[config.mk]
export PLATFORM = sky130hd
export DESIGN_NAME = defuse_keypad
export DESIGN_NICKNAME = d
export VERILOG_FILES = /design/src/rtl/defuse_keypad.sv
export SDC_FILE = /design/constraint.sdc
export NUM_CORES = 1
export LEC_CHECK = 0
export CORE_UTILIZATION = 60
export CTS_BUF_LIST = sky130_fd_sc_hd__clkbuf_2
export DETAILED_ROUTE_END_ITERATION = 7
export GPL_TIMING_DRIVEN = 0
export PLACE_DENSITY = 0.82
export SLEW_MARGIN = 20
export SYNTH_ARGS = -nofsm -noshare
export SYNTH_HDL_FRONTEND = slang
export SYNTH_SLANG_ARGS = --single-unit
[constraint.sdc]
create_clock -name CLOCK_50 -period 4.97 [get_ports CLOCK_50]
set_input_delay 0.7455 -clock CLOCK_50 [delete_from_list [all_inputs] [get_ports CLOCK_50]]
set_output_delay 0.7455 -clock CLOCK_50 [all_outputs]
set_load 0.005 [all_outputs]
[src/rtl/defuse_keypad.sv]
// ---------------------------------------------------------------------------
// defuse_keypad
//   Operator-input end of the bomb game. The operator sets a BCD digit on the
//   switches and commits it with a push-button. Once CODE_LEN digits have been
//   committed, the code is compared against SECRET. The result is reported to
//   the countdown timer as either a defuse or a strike.
//
// Ports
//   CLOCK_50      in   system clock, every flop on the rising edge
//   RESET_N       in   asynchronous active-low reset (released synchronously)
//   armed         in   high while the timer is counting
//   digit_in[3:0] in   BCD digit from the switches, sampled on an accepted press
//   enter_key     in   raw push-button, active-low, asynchronous to CLOCK_50
//   defused       out  sticky level, set when the correct code is committed
//   strike_pulse  out  one-cycle pulse per wrong complete code
//   strikes[2:0]  out  number of wrong codes so far (saturating)
//   locked_out    out  sticky level, set once strikes reaches MAX_STRIKES
//   digit_err     out  one-cycle pulse when a committed digit is above 9
//   digit_idx[2:0]out  digits entered in the current attempt
//   last_digit[3:0]out most recently accepted digit, for the hex display
// ---------------------------------------------------------------------------
module defuse_keypad #(
  parameter int unsigned CODE_LEN     = 4,
  parameter logic [31:0] SECRET       = 32'h4217,
  parameter int unsigned DEBOUNCE_CYC = 500000,
  parameter int unsigned MAX_STRIKES  = 3
) (
  input  logic       CLOCK_50,
  input  logic       RESET_N,
  input  logic       armed,
  input  logic [3:0] digit_in,
  input  logic       enter_key,
  output logic       defused,
  output logic       strike_pulse,
  output logic [2:0] strikes,
  output logic       locked_out,
  output logic       digit_err,
  output logic [2:0] digit_idx,
  output logic [3:0] last_digit
);

  localparam int unsigned CODE_W = 4 * CODE_LEN;
  localparam int unsigned CNT_W  = $clog2(DEBOUNCE_CYC);

  localparam logic [CODE_W-1:0] SECRET_CODE = SECRET[CODE_W-1:0];
  localparam logic [CNT_W-1:0]  CNT_MAX     = CNT_W'(DEBOUNCE_CYC - 1);
  localparam logic [2:0]        IDX_LAST    = 3'(CODE_LEN - 1);
  localparam logic [2:0]        STRIKE_MAX  = 3'(MAX_STRIKES);

  typedef enum logic [2:0] {
    IDLE,
    ENTRY,
    CHECK,
    DEFUSED,
    LOCKOUT
  } state_t;

  // -------------------------------------------------------------------------
  // Reset conditioning.
  // Assertion clears everything immediately. Release is retimed so that no
  // flop leaves reset on a partial clock edge.
  // -------------------------------------------------------------------------
  logic [1:0] rst_pipe;
  logic       rst_n;

  always_ff @(posedge CLOCK_50 or negedge RESET_N) begin
    if (!RESET_N) rst_pipe <= 2'b00;
    else          rst_pipe <= {rst_pipe[0], 1'b1};
  end

  assign rst_n = rst_pipe[1];

  // -------------------------------------------------------------------------
  // Button path: synchronizer, then debounce counter, then rising-edge press.
  // The counter only runs while the synchronized level disagrees with the
  // debounced level. Any agreement restarts it, so a glitch shorter than
  // DEBOUNCE_CYC cycles never reaches btn_db.
  // -------------------------------------------------------------------------
  logic [1:0]       btn_sync;
  logic             btn_db;
  logic             btn_db_q;
  logic [CNT_W-1:0] db_cnt;
  logic             press;

  always_ff @(posedge CLOCK_50 or negedge rst_n) begin
    if (!rst_n) begin
      btn_sync <= 2'b00;
      btn_db   <= 1'b0;
      btn_db_q <= 1'b0;
      db_cnt   <= '0;
    end else begin
      btn_sync <= {btn_sync[0], ~enter_key};
      btn_db_q <= btn_db;
      if (btn_sync[1] != btn_db) begin
        if (db_cnt == CNT_MAX) begin
          btn_db <= ~btn_db;
          db_cnt <= '0;
        end else begin
          db_cnt <= db_cnt + CNT_W'(1);
        end
      end else begin
        db_cnt <= '0;
      end
    end
  end

  // Only the press edge matters; releases are debounced but otherwise unused.
  assign press = btn_db & ~btn_db_q;

  // -------------------------------------------------------------------------
  // Entry / check state machine
  // -------------------------------------------------------------------------
  state_t            state;
  logic              armed_q;
  logic [CODE_W-1:0] code;
  logic [2:0]        strikes_inc;

  // Saturating increment. Lockout stops further checks in any case, but the
  // counter must never wrap.
  always_comb begin
    strikes_inc = strikes;
    if (strikes != STRIKE_MAX) strikes_inc = strikes + 3'd1;
  end

  always_ff @(posedge CLOCK_50 or negedge rst_n) begin
    if (!rst_n) begin
      state        <= IDLE;
      armed_q      <= 1'b0;
      code         <= '0;
      defused      <= 1'b0;
      strike_pulse <= 1'b0;
      strikes      <= 3'd0;
      locked_out   <= 1'b0;
      digit_err    <= 1'b0;
      digit_idx    <= 3'd0;
      last_digit   <= 4'd0;
    end else begin
      armed_q      <= armed;
      strike_pulse <= 1'b0;
      digit_err    <= 1'b0;

      case (state)
        // A press landing on the same edge as the arming edge is
        // deliberately dropped. Entry begins on the following cycle.
        IDLE: begin
          if (armed && !armed_q) begin
            state     <= ENTRY;
            digit_idx <= 3'd0;
            code      <= '0;
          end
        end

        ENTRY: begin
          if (!armed) begin
            // Time ran out or the timer was reset. Discard the partial code
            // but keep the strike count.
            state     <= IDLE;
            digit_idx <= 3'd0;
            code      <= '0;
          end else if (press) begin
            if (digit_in > 4'd9) begin
              digit_err <= 1'b1;
            end else begin
              code       <= {code[CODE_W-5:0], digit_in};
              digit_idx  <= digit_idx + 3'd1;
              last_digit <= digit_in;
              // With CODE_LEN = 8 the 3-bit index reads 0 during CHECK.
              // It is cleared or frozen right after, so this is harmless.
              if (digit_idx == IDX_LAST) state <= CHECK;
            end
          end
        end

        // The compare always completes, even if armed dropped on this cycle.
        CHECK: begin
          if (code == SECRET_CODE) begin
            state   <= DEFUSED;
            defused <= 1'b1;
          end else begin
            strikes      <= strikes_inc;
            strike_pulse <= 1'b1;
            digit_idx    <= 3'd0;
            code         <= '0;
            if (strikes_inc == STRIKE_MAX) begin
              state      <= LOCKOUT;
              locked_out <= 1'b1;
            end else if (armed) begin
              state <= ENTRY;
            end else begin
              state <= IDLE;
            end
          end
        end

        // Terminal states. Only reset leaves them.
        DEFUSED: state <= DEFUSED;
        LOCKOUT: state <= LOCKOUT;

        default: state <= IDLE;
      endcase
    end
  end

endmodule

==> impl_metrics.py <==
metrics = {
    "run_status": {
        "status": "complete, no violations",
    },
    "sta": {
        "worst_pin_slew_ns": 0.7047,
        "hold_viol_final": 0,
        "grt_setup_unrepaired": "false",
        "period_needed_ns": 2.482,
        "setup_viol": 0,
        "fin_worst_skew_ns": 0.009780,
        "worst_slack_ns": 2.488,
        "clock.fmax_mhz": 402.9,
        "slew_headroom_pct": 53.02,
        "fin_tns_setup_ns": 0,
        "slew_viol_final": 0,
        "fin_crit_sh_pct": 49.95,
    },
    "layout": {
        "final_common_cell": "dfrtp_1",
        "n_fill_cell": 306,
        "multi_input_area_sq_um": 1022,
        "nets": 265,
        "mostFrequentLayoutCells": "58 x dfrtp_1, 21 x clkdlybuf4s50_1, 18 x a22o_1, 15 x nor2_1, 13 x clkbuf_2",
        "antenna_cells": 0,
        "seq_area_sq_um": 1480,
        "area.growth.synth_to_final_pct": 13.88,
        "drive_gt1_share_pct": 13.18,
    },
    "clocking": {
        "ctsHoldBuffers": 0,
        "cts_buffers": 9,
        "post_cts_resized": 0,
        "clk_latency_ns": 0.46,
        "htreeDepth": 3,
        "cts_sinks": 59,
        "post_cts_buffers": 0,
        "clockBufferDepth": 2,
        "cts_tree": "built",
        "path_clk_slew_ns": 0.15,
        "root_buffer": "clkbuf_2",
    },
    "synthesis": {
        "synth.distinct_cells": 48,
        "ys_seq_area_share_pct": 57.45,
        "synth_edf_count": 0,
        "synth_nets": 233,
        "yosys_register_bits": 59,
        "postSynthCellCount": 221,
        "synth-main-ff-cell": "dfrtp_1",
        "synth_warnings": 0,
        "postSynthAreaPerCell_sq_um": 11.63,
        "synth_area_sq_um": 2570,
        "async_reset_ff_share_pct": 100.0,
    },
    "placement": {
        "numPortBuffers": 21,
        "dp_hpwl_um": 3124,
        "dp_slack_ns": 2.009,
        "gp_congestion": 0.8040,
    },
    "power_and_ir_drop": {
        "p_leak_uw": 0.001312,
        "seq_power_share_pct": 56.4,
        "powerDensity_nw_per_um2": 327.8,
        "p_sw_uw": 293.0,
        "p_int_uw": 666.4,
        "switching_share_pct": 30.54,
        "max-vdd-ir-drop_mv": 0.3429,
        "p_clk_share_pct": 24.8,
        "combPwrFrac_pct": 18.8,
    },
    "hold_path": {
        "hold_path_end": "btn_sync[1]",
        "hold_class": "reg -> reg",
        "whs_path_depth": 0,
        "worstHoldStart": "btn_sync[0]",
    },
    "floorplan": {
        "dieArea_sq_um": 4549,
        "initial_core_util_pct": 63.34,
        "die_h_um": 67.45,
        "coreArea_sq_um": 4058,
        "die_w_um": 67.45,
        "placementRows": 23,
        "ios": 22,
    },
    "drt": {
        "postRouteAntennaNets": 0,
        "post_drt_wl_per_cell_um": 15.13,
        "finalWirelength_um": 4661,
        "vias": 1825,
        "viasPerCell": 5.925,
        "first_pass_iters": 4,
        "initialDrtViolationCount": 121,
        "drc_errors": 0,
    },
    "setup_path": {
        "critPathArrivalTime_ns": 2.84,
        "worstSetupStartpoint": "armed",
        "timing.rr.end": "last_digit[3]",
        "worstReg2RegStart": "state[0]",
        "ff2ff_path_depth": 7,
        "r2r_slack_ns": 2.67,
        "crit_type": "in -> reg",
        "required_ns": 5.33,
        "crit_fanout": 10,
        "setup.worst_path.start_class": "input port",
        "endpoint_kind": "flop",
    },
    "global_routing": {
        "grt_pass1_vias": 1677,
        "antenna_found_initial": 0,
        "grt_pass1_wl_um": 7562,
        "grt_overflow": 0,
        "grt_use_total_pct": 23.50,
        "grt_max_degree": 58,
    },
    "job": {
        "maxCapViolCount": 0,
    },
}
-- per-layer routing --
metal / wire length, um / track usage (%) / vias up / part of all wire [%]
li1: - / - / 875 / -
met1: 2200 / 31.19 / 906 / 47
met2: 2192 / 35.63 / 37 / 47
met3: 199 / 5.068 / 7 / 4.3
met4: 68 / 13.56 / 0 / 1.5
met5: 0 / 0 / - / 0
-- per-stage QoR --
| step | cells | util, % | total power, uW | hold WS (ns) | cell area, sq um |
|---|---|---|---|---|---|
| final | 308 | 72.12 | 959.3 | 0.3726 | 2927 |
| after global routing | 308 | 72.12 | 1020 | 0.3737 | 2927 |
| after global placement | 292 | 70.06 | 724.8 | 0.3384 | 2843 |
| after floorplan | 221 | - | 659.5 | 0.3312 | 2570 |
| after CTS | 308 | 72.12 | 969.3 | 0.3708 | 2927 |
| after detailed placement | 292 | 70.15 | 729.9 | 0.3370 | 2846 |
-- how the worst max path moves through the flow --
stage                                to  cells past startpoint
after floorplan           last_digit[3]                      5
after global placement    last_digit[3]                      7
after detailed placement  last_digit[3]                      7
after CTS                 last_digit[3]                      7
after global routing      last_digit[3]                      7
final                     last_digit[3]                      7
-- critical path, stage by stage --
cell and delay, ns:
clkdlybuf4s50_1 0.58, nand2_1 0.09, nor3_1 0.23, and3_1 0.19, clkbuf_1 0.22, clkbuf_1 0.40
mux2_2 0.38
-- cell type report --
type                            count  area share, %
Sequential cell                    59          50.58
Tap cell                           50          2.138
Clock buffer                       13          2.223
Timing Repair Buffer               21          7.183
Inverter                           10          1.283
Clock inverter                      3         0.5130
Multi-Input combinational cell    144          34.93
Buffer                              8          1.154
-- power by group through the flow --
stage          registers [uW]  logic [uW]  clock network (uW)
2_1_floorplan             545         114                   0
3_3_place_gp              550         175                   0
3_5_place_dp              551         179                   0
4_1_cts                   542         180                 247
5_1_grt                   549         199                 271
6_report                  541         180                 238
-- synth_stat cells (all sizes together) (2+ instances only) --
cell type  number  area [sq um]
nand3b          2         15.01
clkbuf          4         15.01
or3             5         32.53
nor4            3         18.77
nor2           15         56.30
xor2            5         43.79
or4             3         22.52
buf             4         18.76
ha              4         50.05
nand2           9         33.78
nor4b           5         43.79
inv            10         37.54
dfrtp          59          1476
and4            2         17.52
nor2b           3         18.77
or3b            2         17.52
xnor2           9         78.83
o21ai          10         53.80
a21oi           7         35.03
nand4           4         31.28
a22o           18         157.7
nand3           6         35.03
nand2b          2         12.51
mux2            7         78.83
nor3            5         25.02
-- cells by family after synthesis --
family | synth area share [%]
fa+ha+maj | 1.947
flops | 57.45
compound gates | 13.15
simple gates | 16.70
mux | 3.067
other cells | 0.1459
buf+inv | 2.775
xor+xnor | 4.771
-- state kept, by name (all words and copies together), names as in the netlist, 2 cells and up --
signal      count
digit_idx       3
btn_sync        2
db_cnt         19
last_digit      4
strikes         3
rst_pipe        2
state           3
code           16
(Power assumes the default switching activity.)
